--- src/rtl/fetch_buffer.sv ---
// Instruction fetch buffer: issues PC fetches to imem and queues responses in a DEPTH-entry FIFO.
// Optional MISALIGN_CHECK_EN: misaligned PCs skip imem and enqueue a flagged marker entry.
`timescale 1ns/1ps
module fetch_buffer #(
  parameter int DEPTH = 4
) (
  input  logic        clk,
  input  logic        rst,
  input  logic [31:0] pc_in,
  input  logic        pc_valid,
  output logic        pc_ready,
  output logic        imem_req,
  output logic [31:0] imem_addr,
  input  logic        imem_gnt,
  input  logic        imem_rvalid,
  input  logic [31:0] imem_rdata,
  input  logic        flush,
  output logic [31:0] inst_out,
  output logic [31:0] inst_pc,
  output logic        inst_valid,
  input  logic        inst_ready,
  output logic        inst_misalign
);
  localparam int PW = $clog2(DEPTH);

  typedef enum logic [1:0] {IDLE = 2'd0, BUSY = 2'd1, SQUASH = 2'd2} state_t;

  typedef struct packed {
    logic [31:0] inst;
    logic [31:0] pc;
`ifdef MISALIGN_CHECK_EN
    logic        mis;
`endif
  } entry_t;

  state_t      state, stateNxt;
  logic [PW:0] count;
  logic [PW-1:0] wrPtr, rdPtr;
  logic [31:0] reqPc;
  entry_t      mem [DEPTH];
  entry_t      head, wrEntry;
  logic        creditOk, misPc, accept, rspArr, push, pop, hasHead;

  // count plus the single possible in-flight fetch must leave room in the FIFO
  assign creditOk = (32'(count) + 32'(state != IDLE)) < DEPTH;

`ifdef MISALIGN_CHECK_EN
  logic reqMis;
  assign misPc  = pc_in[1:0] != 2'b00;
  // a misaligned fetch "responds" internally one cycle after accept, keeping program order
  assign rspArr = reqMis | imem_rvalid;
`else
  assign misPc  = 1'b0;
  assign rspArr = imem_rvalid;
`endif

  assign pc_ready   = ~rst & creditOk & ~flush & (imem_gnt | misPc);
  assign imem_req   = ~rst & pc_valid & creditOk & ~flush & ~misPc;
  assign imem_addr  = pc_in;
  assign accept     = pc_valid & pc_ready;
  assign hasHead    = count != '0;
  assign inst_valid = hasHead & ~flush;
  assign pop        = inst_valid & inst_ready;
  assign push       = (state == BUSY) & rspArr & ~flush;

  always_comb begin
    stateNxt = state;
    case (state)
      IDLE: if (accept) stateNxt = BUSY;
      BUSY, SQUASH: begin
        // a response arriving with the flush is the in-flight one: it is dropped right here
        if (flush)       stateNxt = rspArr ? IDLE : SQUASH;
        else if (rspArr) stateNxt = accept ? BUSY : IDLE;
      end
      default: stateNxt = IDLE;
    endcase
  end

  always_ff @(posedge clk or posedge rst) begin
    if (rst) begin
      state <= IDLE;
      count <= '0;
      wrPtr <= '0;
      rdPtr <= '0;
      reqPc <= '0;
`ifdef MISALIGN_CHECK_EN
      reqMis <= 1'b0;
`endif
    end else begin
      state <= stateNxt;
      if (accept) begin
        reqPc <= pc_in;
`ifdef MISALIGN_CHECK_EN
        reqMis <= misPc;
`endif
      end
      if (flush) begin
        count <= '0;
        wrPtr <= '0;
        rdPtr <= '0;
      end else begin
        if (push) wrPtr <= wrPtr + PW'(1);
        if (pop)  rdPtr <= rdPtr + PW'(1);
        case ({push, pop})
          2'b10:   count <= count + (PW+1)'(1);
          2'b01:   count <= count - (PW+1)'(1);
          default: ;
        endcase
      end
    end
  end

  always_comb begin
    wrEntry      = '0;
    wrEntry.inst = imem_rdata;
    wrEntry.pc   = reqPc;
`ifdef MISALIGN_CHECK_EN
    wrEntry.mis  = reqMis;
    if (reqMis) wrEntry.inst = '0;
`endif
  end

  always_ff @(posedge clk) begin
    if (push) mem[wrPtr] <= wrEntry;
  end

  assign head     = mem[rdPtr];
  // head fields are forced to zero while empty so reset shows clean outputs
  assign inst_out = hasHead ? head.inst : '0;
  assign inst_pc  = hasHead ? head.pc   : '0;
`ifdef MISALIGN_CHECK_EN
  assign inst_misalign = hasHead & head.mis;
`else
  assign inst_misalign = 1'b0;
`endif

endmodule

--- config.mk ---
export PLATFORM = sky130hd
export DESIGN_NAME = fetch_buffer
export DESIGN_NICKNAME = d
export VERILOG_FILES = /design/src/rtl/fetch_buffer.sv
export SDC_FILE = /design/constraint.sdc
export NUM_CORES = 1
export LEC_CHECK = 0
export ABC_AREA = 1
export CAP_MARGIN = 5
export CORE_MARGIN = 10
export CORE_UTILIZATION = 55
export CTS_CLUSTER_DIAMETER = 100
export CTS_CLUSTER_SIZE = 8
export DETAILED_ROUTE_END_ITERATION = 10
export PLACE_DENSITY = 0.8
export SYNTH_ARGS = -nofsm -noshare
export SYNTH_HDL_FRONTEND = slang
export SYNTH_SLANG_ARGS = --single-unit
--- constraint.sdc ---
create_clock -name clk -period 7.6 [get_ports clk]
set_input_delay 1.14 -clock clk [delete_from_list [all_inputs] [get_ports clk]]
set_output_delay 1.14 -clock clk [all_outputs]
set_load 0.01 [all_outputs]
==> results.rst, run 1 <==
.. list-table::
   :header-rows: 1

   * - Metric
     - Value
   * - Area taken by multi-input logic gates
     - 2740 um2
   * - Cell types with the largest area share after synthesis
     - sky130_fd_sc_hd__edfxtp_1 (64%), sky130_fd_sc_hd__dfrtp_1 (8.5%), sky130_fd_sc_hd__nor2_1 (8.3%), sky130_fd_sc_hd__o21ai_0 (5.3%), sky130_fd_sc_hd__buf_4 (2.9%)
   * - Vias in the first global route
     - 7883
   * - H-tree depth
     - 2
   * - Top achievable clock speed
     - 216 MHz
   * - Sink Count
     - 297
   * - Vias
     - 7912
   * - Via density per instance
     - 5.46
   * - Sequential share of the synthesized area
     - 72.1%
   * - Wire length on met2
     - 13.1 mm
   * - Area share of the largest cell type after synthesis
     - 63.6%
   * - Area inside the core boundary
     - 21800 um2
   * - Unique masters post-synth
     - 28
   * - Global placement routability congestion
     - 0.789
   * - Clock transition at the register clock pins on the worst setup and hold paths after CTS
     - 50 ps
   * - Final total negative setup slack
     - 0 ps
   * - TritonCTS buffer count
     - 43
   * - Antenna Nets Post-Route
     - 0
   * - Compound-gate portion of the synthesized area
     - 8.31%
   * - Max-slew violations
     - 0
   * - Class of the worst hold path
     - register to register
   * - Met1 layer wirelength in the final routing
     - 11.1 mm
   * - Result of the run
     - finished, final reports clean
   * - Initial antenna violation count
     - 0
   * - Total Die Area
     - 28300 um2
   * - Chip width
     - 168 um
   * - Fraction of layout cells with a size suffix above 1
     - 6.16%
   * - DRC viols
     - 0
   * - CP cell instances
     - clkinv_2 > buf_4 > o21ai_0 > a21oi_1 > clkdlybuf4s50_1
   * - Setup-violating endpoint count in the final report
     - 0
   * - Dpl hpwl
     - 15.0 mm
   * - Root Buffer Master
     - sky130_fd_sc_hd__clkbuf_16
   * - Total wire length
     - 27.0 mm
   * - Largest voltage drop on the vdd net
     - 0.000220 V
   * - Max-slew headroom
     - 22.0%
   * - First drt pass iteration count
     - 5
   * - GRT Overall Usage
     - 18.9%
   * - Post-CTS setup buffer count
     - 0
   * - Count of standard-cell rows
     - 54
   * - Dominant combinational cell family by area after synthesis
     - simple AND/OR/NAND/NOR gates
   * - Max-cap violations
     - 0
   * - Delay contributed by the slowest stage of the critical path
     - 730 ps
   * - Count of buffers inserted at the top-level ports
     - 169
   * - Slew of the pin with the lowest slew margin
     - 1170 ps
   * - Power per Cell Area
     - 362 nW/um2
   * - Post-CTS resize count
     - 0
   * - Delay-heaviest family, CP
     - buffers and inverters
   * - Post-synthesis mux area share
     - 0%
   * - Pin count of the biggest net entering global routing
     - 103
   * - Remaining global-route overflow
     - 0
   * - Final hold violation count
     - 0
   * - Endpoint type of the worst setup path
     - output pin
   * - CP Launch Type
     - register
   * - Slowest CP cell
     - sky130_fd_sc_hd__buf_4
   * - TritonCTS clock tree
     - done
   * - Gate count of the mapped netlist
     - 1018
   * - Initial DRC count
     - 692
   * - Post-Syn Area
     - 12100 um2
   * - Post-synthesis xor/xnor area fraction
     - 0.0724%
   * - Required time at the worst-slack endpoint
     - 6460 ps
   * - Final worst clock skew
     - 12.9 ps
   * - Post-layout net count
     - 1229
   * - Post-Synth Adder-Cell Area
     - 0.890%
   * - Top layer in use
     - met4
   * - Basic-gate share of the synthesized area counting and, or, nand and nor cells
     - 13.1%
   * - Register Area
     - 8720 um2
   * - Type of the setup path with the least slack
     - register to output pin
   * - Leakage dissipation
     - 5.36 nW
   * - Met3 Routed Length
     - 2.34 mm
   * - Post-cts hold buffer count
     - 0
   * - Fillers
     - 1522
   * - Synth Net Count
     - 1097
   * - Area grow syn2layout
     - 22.6%
   * - Initial Utilization
     - 55.6%
   * - Final Instance Area
     - 14800 um2
   * - Cell taking the most area after synthesis
     - sky130_fd_sc_hd__edfxtp_1
   * - Chip Height
     - 168 um
   * - Number of buffers on the longest clock path
     - 3
   * - Portion of the clock cycle consumed by the worst path in the final layout
     - 60.8%
   * - Unrepaired setup endpoints after global routing
     - false
   * - Yosys synthesis warning count
     - 0
   * - I/O pin total
     - 171
   * - Antenna diode instance count
     - 0
   * - Placed standard-cell area
     - 13700 um2
   * - Average size of a mapped cell
     - 11.9 um2
   * - Highest net fanout along the worst path
     - 82
   * - Post-route minimum period
     - 4620 ps
   * - Data arrival time of the critical path
     - 3480 ps
   * - Clock Latency Late Sink
     - 520 ps
   * - Flip-flop and latch count after synthesis
     - 297
   * - Buffering stage count on the worst path with inverters included
     - 3
   * - Final routed wire length divided by cell count
     - 18.6 um
   * - First-pass GRT wire length
     - 42.8 mm
[layer usage]
layer  track usage [%]  vias to the layer above
met3              5.03                       47
met1              24.5                     3770
met4              5.49                        0
met5                 0                        -
met2              30.6                      344
li1                  -                     3751
[area by class of cell]
cell class,count,share of cell area (%)
Inverter,21,0.540
Sequential cell,297,58.8
Timing Repair Buffer,179,11.9
Clock inverter,4,0.236
Tap cell,280,2.36
Multi-Input combinational cell,608,18.5
Clock buffer,59,7.67
[synthesized netlist by cell type]
library cell,instances
sky130_fd_sc_hd__buf_4,46
sky130_fd_sc_hd__inv_1,19
sky130_fd_sc_hd__ha_1,7
sky130_fd_sc_hd__nand4_1,2
sky130_fd_sc_hd__edfxtp_1,256
sky130_fd_sc_hd__xnor2_1,1
sky130_fd_sc_hd__nor2_4,1
sky130_fd_sc_hd__nor2_1,266
sky130_fd_sc_hd__nand2_1,90
sky130_fd_sc_hd__buf_2,19
sky130_fd_sc_hd__a21oi_1,66
sky130_fd_sc_hd__a31oi_1,1
sky130_fd_sc_hd__clkbuf_1,18
sky130_fd_sc_hd__clkbuf_2,1
sky130_fd_sc_hd__nand3_2,1
sky130_fd_sc_hd__conb_1,1
sky130_fd_sc_hd__o21ai_1,5
sky130_fd_sc_hd__inv_2,2
sky130_fd_sc_hd__buf_1,1
sky130_fd_sc_hd__nor3_4,1
sky130_fd_sc_hd__fa_1,1
sky130_fd_sc_hd__dfrtp_1,41
sky130_fd_sc_hd__o31ai_1,1
sky130_fd_sc_hd__o21ai_0,127
sky130_fd_sc_hd__nand2_2,1
sky130_fd_sc_hd__nand3_1,35
sky130_fd_sc_hd__buf_6,7
sky130_fd_sc_hd__nand4_2,1
[cells by family (layout without fill, tap and decap cells)]
kind of cell | after synthesis | after routing
fa+ha+maj | 8 | 8
xor+xnor | 1 | 1
flops | 297 | 297
other cells | 1 | 1
simple gates | 398 | 398
buf+inv | 113 | 263
compound gates | 200 | 200
[report_power, final]
part           internal (mW)  switching, mW  total [mW]
Combinational          0.704          0.930        1.63
Clock                   1.03          0.629        1.65
Sequential              1.95          0.119        2.07
[per-stage QoR]
stage / total power, mW / utilization [%] / hold WS, ps / setup WS, ps / instances
global route: 5.65 / 68.1 / 520 / 2770 / 1448
CTS: 5.41 / 68.1 / 498 / 2990 / 1448
finish: 5.36 / 68.1 / 509 / 2980 / 1448
floorplan: 2.95 / - / 467 / 2950 / 1018
global placement: 3.71 / 62.7 / 487 / 3150 / 1385
detailed placement: 3.74 / 62.7 / 502 / 3090 / 1385
[cell usage in the layout, fill, tap and decap left out, drive strengths merged, types with 3 or more instances in the layout]
master	Yosys	layout
clkdlybuf4s50	0	169
edfxtp	256	256
ha	7	7
nand3	36	36
buf	73	10
dfrtp	41	41
clkbuf	19	59
nor2	267	267
o21ai	132	132
inv	21	23
a21oi	66	66
nand2	91	91
nand4	3	3
[state kept, by name, summed over array words and instances (netlist names)]
register	count
mem	256
reqPc	32
count	3
rdPtr	2
state	2
wrPtr	2
[final timing paths]
| kind | start | endpoint | slack [ps] | cells past startpoint |
|---|---|---|---|---|
| setup / recovery | rdPtr[0]$_DFFE_PP0P_ | inst_pc[16] | 2980 | 5 |
| max in group asynchronous | rst | rdPtr[0]$_DFFE_PP0P_ | 5650 | 2 |
| hold reg to reg | reqPc[30]$_DFFE_PP0P_ | mem[3][30]$_DFFE_PP_ | 510 | 0 |
| setup reg to reg | state[1]$_DFFE_PP0P_ | mem[1][48]$_DFFE_PP_ | 4480 | 7 |
| min in group asynchronous | rst | state[0]$_DFFE_PP0P_ | 1250 | 2 |
| hold / removal | reqPc[30]$_DFFE_PP0P_ | mem[3][30]$_DFFE_PP_ | 510 | 0 |
Power figures use the tool's default switching activity.
==> run 2, diff against run 1 <==
--- a/config.mk
+++ b/config.mk
@@ -8,11 +8,11 @@
 export ABC_AREA = 1
 export CAP_MARGIN = 5
 export CORE_MARGIN = 10
-export CORE_UTILIZATION = 55
+export CORE_UTILIZATION = 49
 export CTS_CLUSTER_DIAMETER = 100
 export CTS_CLUSTER_SIZE = 8
 export DETAILED_ROUTE_END_ITERATION = 10
-export PLACE_DENSITY = 0.8
+export PLACE_DENSITY = 0.76
 export SYNTH_ARGS = -nofsm -noshare
 export SYNTH_HDL_FRONTEND = slang
 export SYNTH_SLANG_ARGS = --single-unit
==> constraint.sdc (replaced) <==
create_clock -name clk -period 3.7 [get_ports clk]
set_input_delay 0.555 -clock clk [delete_from_list [all_inputs] [get_ports clk]]
set_output_delay 0.555 -clock clk [all_outputs]
set_load 0.01 [all_outputs]
==> results.rst, run 2 (synthesized netlist as in run 1, its figures left out) <==
.. list-table::
   :header-rows: 1

   * - Metric
     - Value
   * - Result of the run
     - finished, final reports clean
   * - Initial antenna violation count
     - 0
   * - Number of buffers on the longest clock path
     - 3
   * - Number of flip-flops under the largest register name
     - 256
   * - Power per Cell Area
     - 741 nW/um2
   * - Global placement routability congestion
     - 0.761
   * - GRT Overall Usage
     - 18.0%
   * - TritonCTS buffer count
     - 43
   * - Max-slew headroom
     - 35.7%
   * - Clock Latency Late Sink
     - 520 ps
   * - First-pass GRT wire length
     - 45.0 mm
   * - Chip width
     - 177 um
   * - Final hold violation count
     - 0
   * - DRC viols
     - 0
   * - Count of buffers inserted at the top-level ports
     - 169
   * - Post-CTS setup buffer count
     - 0
   * - Setup WS pre-CTS
     - 936 ps
   * - Count of standard-cell rows
     - 57
   * - Leakage dissipation
     - 5.44 nW
   * - TritonCTS clock tree
     - done
   * - Vias
     - 7925
   * - Largest registers
     - mem (256), reqPc (32), count (3)
   * - Final Instance Area
     - 15000 um2
   * - Pin count of the biggest net entering global routing
     - 132
   * - Sink Count
     - 297
   * - Initial DRC count
     - 634
   * - Initial Utilization
     - 49.7%
   * - Setup-violating endpoint count in the final report
     - 0
   * - Util after Layout
     - 61.8%
   * - Antenna Nets Post-Route
     - 0
   * - I/O pin total
     - 171
   * - Max-slew violations
     - 0
   * - Post-cts hold buffer count
     - 0
   * - Placed standard-cell area
     - 13800 um2
   * - Root Buffer Master
     - sky130_fd_sc_hd__clkbuf_16
   * - Area grow syn2layout
     - 24.3%
   * - Worst-case register-to-register setup slack
     - 1440 ps
   * - Class of the worst hold path
     - register to register
   * - Chip Height
     - 177 um
   * - Unrepaired setup endpoints after global routing
     - false
   * - Area inside the core boundary
     - 24300 um2
   * - Post-layout worst setup margin
     - 445 ps
   * - H-tree depth
     - 2
   * - Reg with most FFs
     - mem
   * - Via density per instance
     - 5.26
   * - Final routed wire length divided by cell count
     - 18.7 um
   * - Required time at the worst-slack endpoint
     - 3140 ps
   * - Max-cap violations
     - 0
   * - Data arrival time of the critical path
     - 2700 ps
   * - Post-route minimum period
     - 3250 ps
   * - Fraction of layout cells with a size suffix above 1
     - 6.76%
   * - Clock transition at the register clock pins on the worst setup and hold paths after CTS
     - 50 ps
   * - Top achievable clock speed
     - 307 MHz
   * - Post-CTS resize count
     - 0
   * - Type of the setup path with the least slack
     - register to output pin
   * - Post-layout net count
     - 1238
   * - Vias in the first global route
     - 8237
   * - Total wire length
     - 28.3 mm
   * - Final worst clock skew
     - 14.6 ps
   * - Total Die Area
     - 31400 um2
   * - Fillers
     - 1867
   * - Portion of the clock cycle consumed by the worst path in the final layout
     - 88.0%
   * - Endpoint type of the worst setup path
     - output pin
   * - Most common cell after layout, fill and taps aside
     - sky130_fd_sc_hd__nor2_1
   * - Antenna diode instance count
     - 0
   * - Remaining global-route overflow
     - 0
   * - Most used cells in the layout excluding fill and tap cells
     - sky130_fd_sc_hd__nor2_1 (262), sky130_fd_sc_hd__edfxtp_1 (256), sky130_fd_sc_hd__clkdlybuf4s50_1 (169)
   * - First drt pass iteration count
     - 5
   * - CP Launch Type
     - register
   * - Dpl hpwl
     - 16.5 mm
   * - Highest net fanout along the worst path
     - 131
   * - Slew of the pin with the lowest slew margin
     - 963 ps
   * - Largest voltage drop on the vdd net
     - 0.000476 V
==> run 2: power breakdown <==
| part | internal (mW) | total, mW | switching, mW |
|---|---|---|---|
| registers | 4.01 | 4.22 | 0.207 |
| clock network | 2.14 | 3.46 | 1.32 |
| logic | 1.51 | 3.45 | 1.94 |
==> run 2: path summary, 6_finish.rpt <==
path | from | to | cells past startpoint
worst min register to register | reqPc[31]$_DFFE_PP0P_ | mem[3][31]$_DFFE_PP_ | 0
worst min-delay path | reqPc[31]$_DFFE_PP0P_ | mem[3][31]$_DFFE_PP_ | 0
max in group asynchronous | rst | rdPtr[0]$_DFFE_PP0P_ | 2
worst max-delay path | rdPtr[0]$_DFFE_PP0P_ | inst_pc[18] | 6
worst max register to register | state[1]$_DFFE_PP0P_ | mem[2][20]$_DFFE_PP_ | 7
min in group asynchronous | rst | count[2]$_DFFE_PP0P_ | 2
==> run 2: per-layer routing <==
metal  wire (um)  vias up  GRT usage, %  share of wire [%]
li1            -     3776             -                  -
met1       11800     3834          23.4                 42
met2       13700      281          29.3                 48
met3        2450       34          4.89                8.7
met4         336        0          4.34                1.2
met5           0        -             0                  0
==> run 2: layout make-up <==
class	instances	area, um2	area share (%)
well taps	324	405	2.70
multi-input cells	608	2740	18.2
inverters	21	80.1	0.533
repair buffers	188	1880	12.5
clock inverters	3	41.3	0.275
clock buffers	67	1170	7.76
flip-flops and latches	297	8720	58.0
==> run 2: per-stage QoR <==
step | hold slack [ps] | cells | power [mW] | TNS [ps]
6_report | 508 | 1508 | 11.1 | 0
5_1_grt | 532 | 1508 | 11.7 | 0
4_1_cts | 508 | 1508 | 11.2 | 0
3_5_place_dp | 501 | 1438 | 7.76 | 0
3_3_place_gp | 487 | 1438 | 7.69 | 0
2_1_floorplan | 467 | 1018 | 6.07 | -100180
==> run 2: worst max-delay path, cell delays in order (launching register included) <==
cell,delay [ps]
sky130_fd_sc_hd__dfrtp_4,430
sky130_fd_sc_hd__buf_12,420
sky130_fd_sc_hd__nor2_1,110
sky130_fd_sc_hd__nor2_1,110
sky130_fd_sc_hd__o21ai_0,90
sky130_fd_sc_hd__a21oi_1,280
sky130_fd_sc_hd__clkdlybuf4s50_1,610
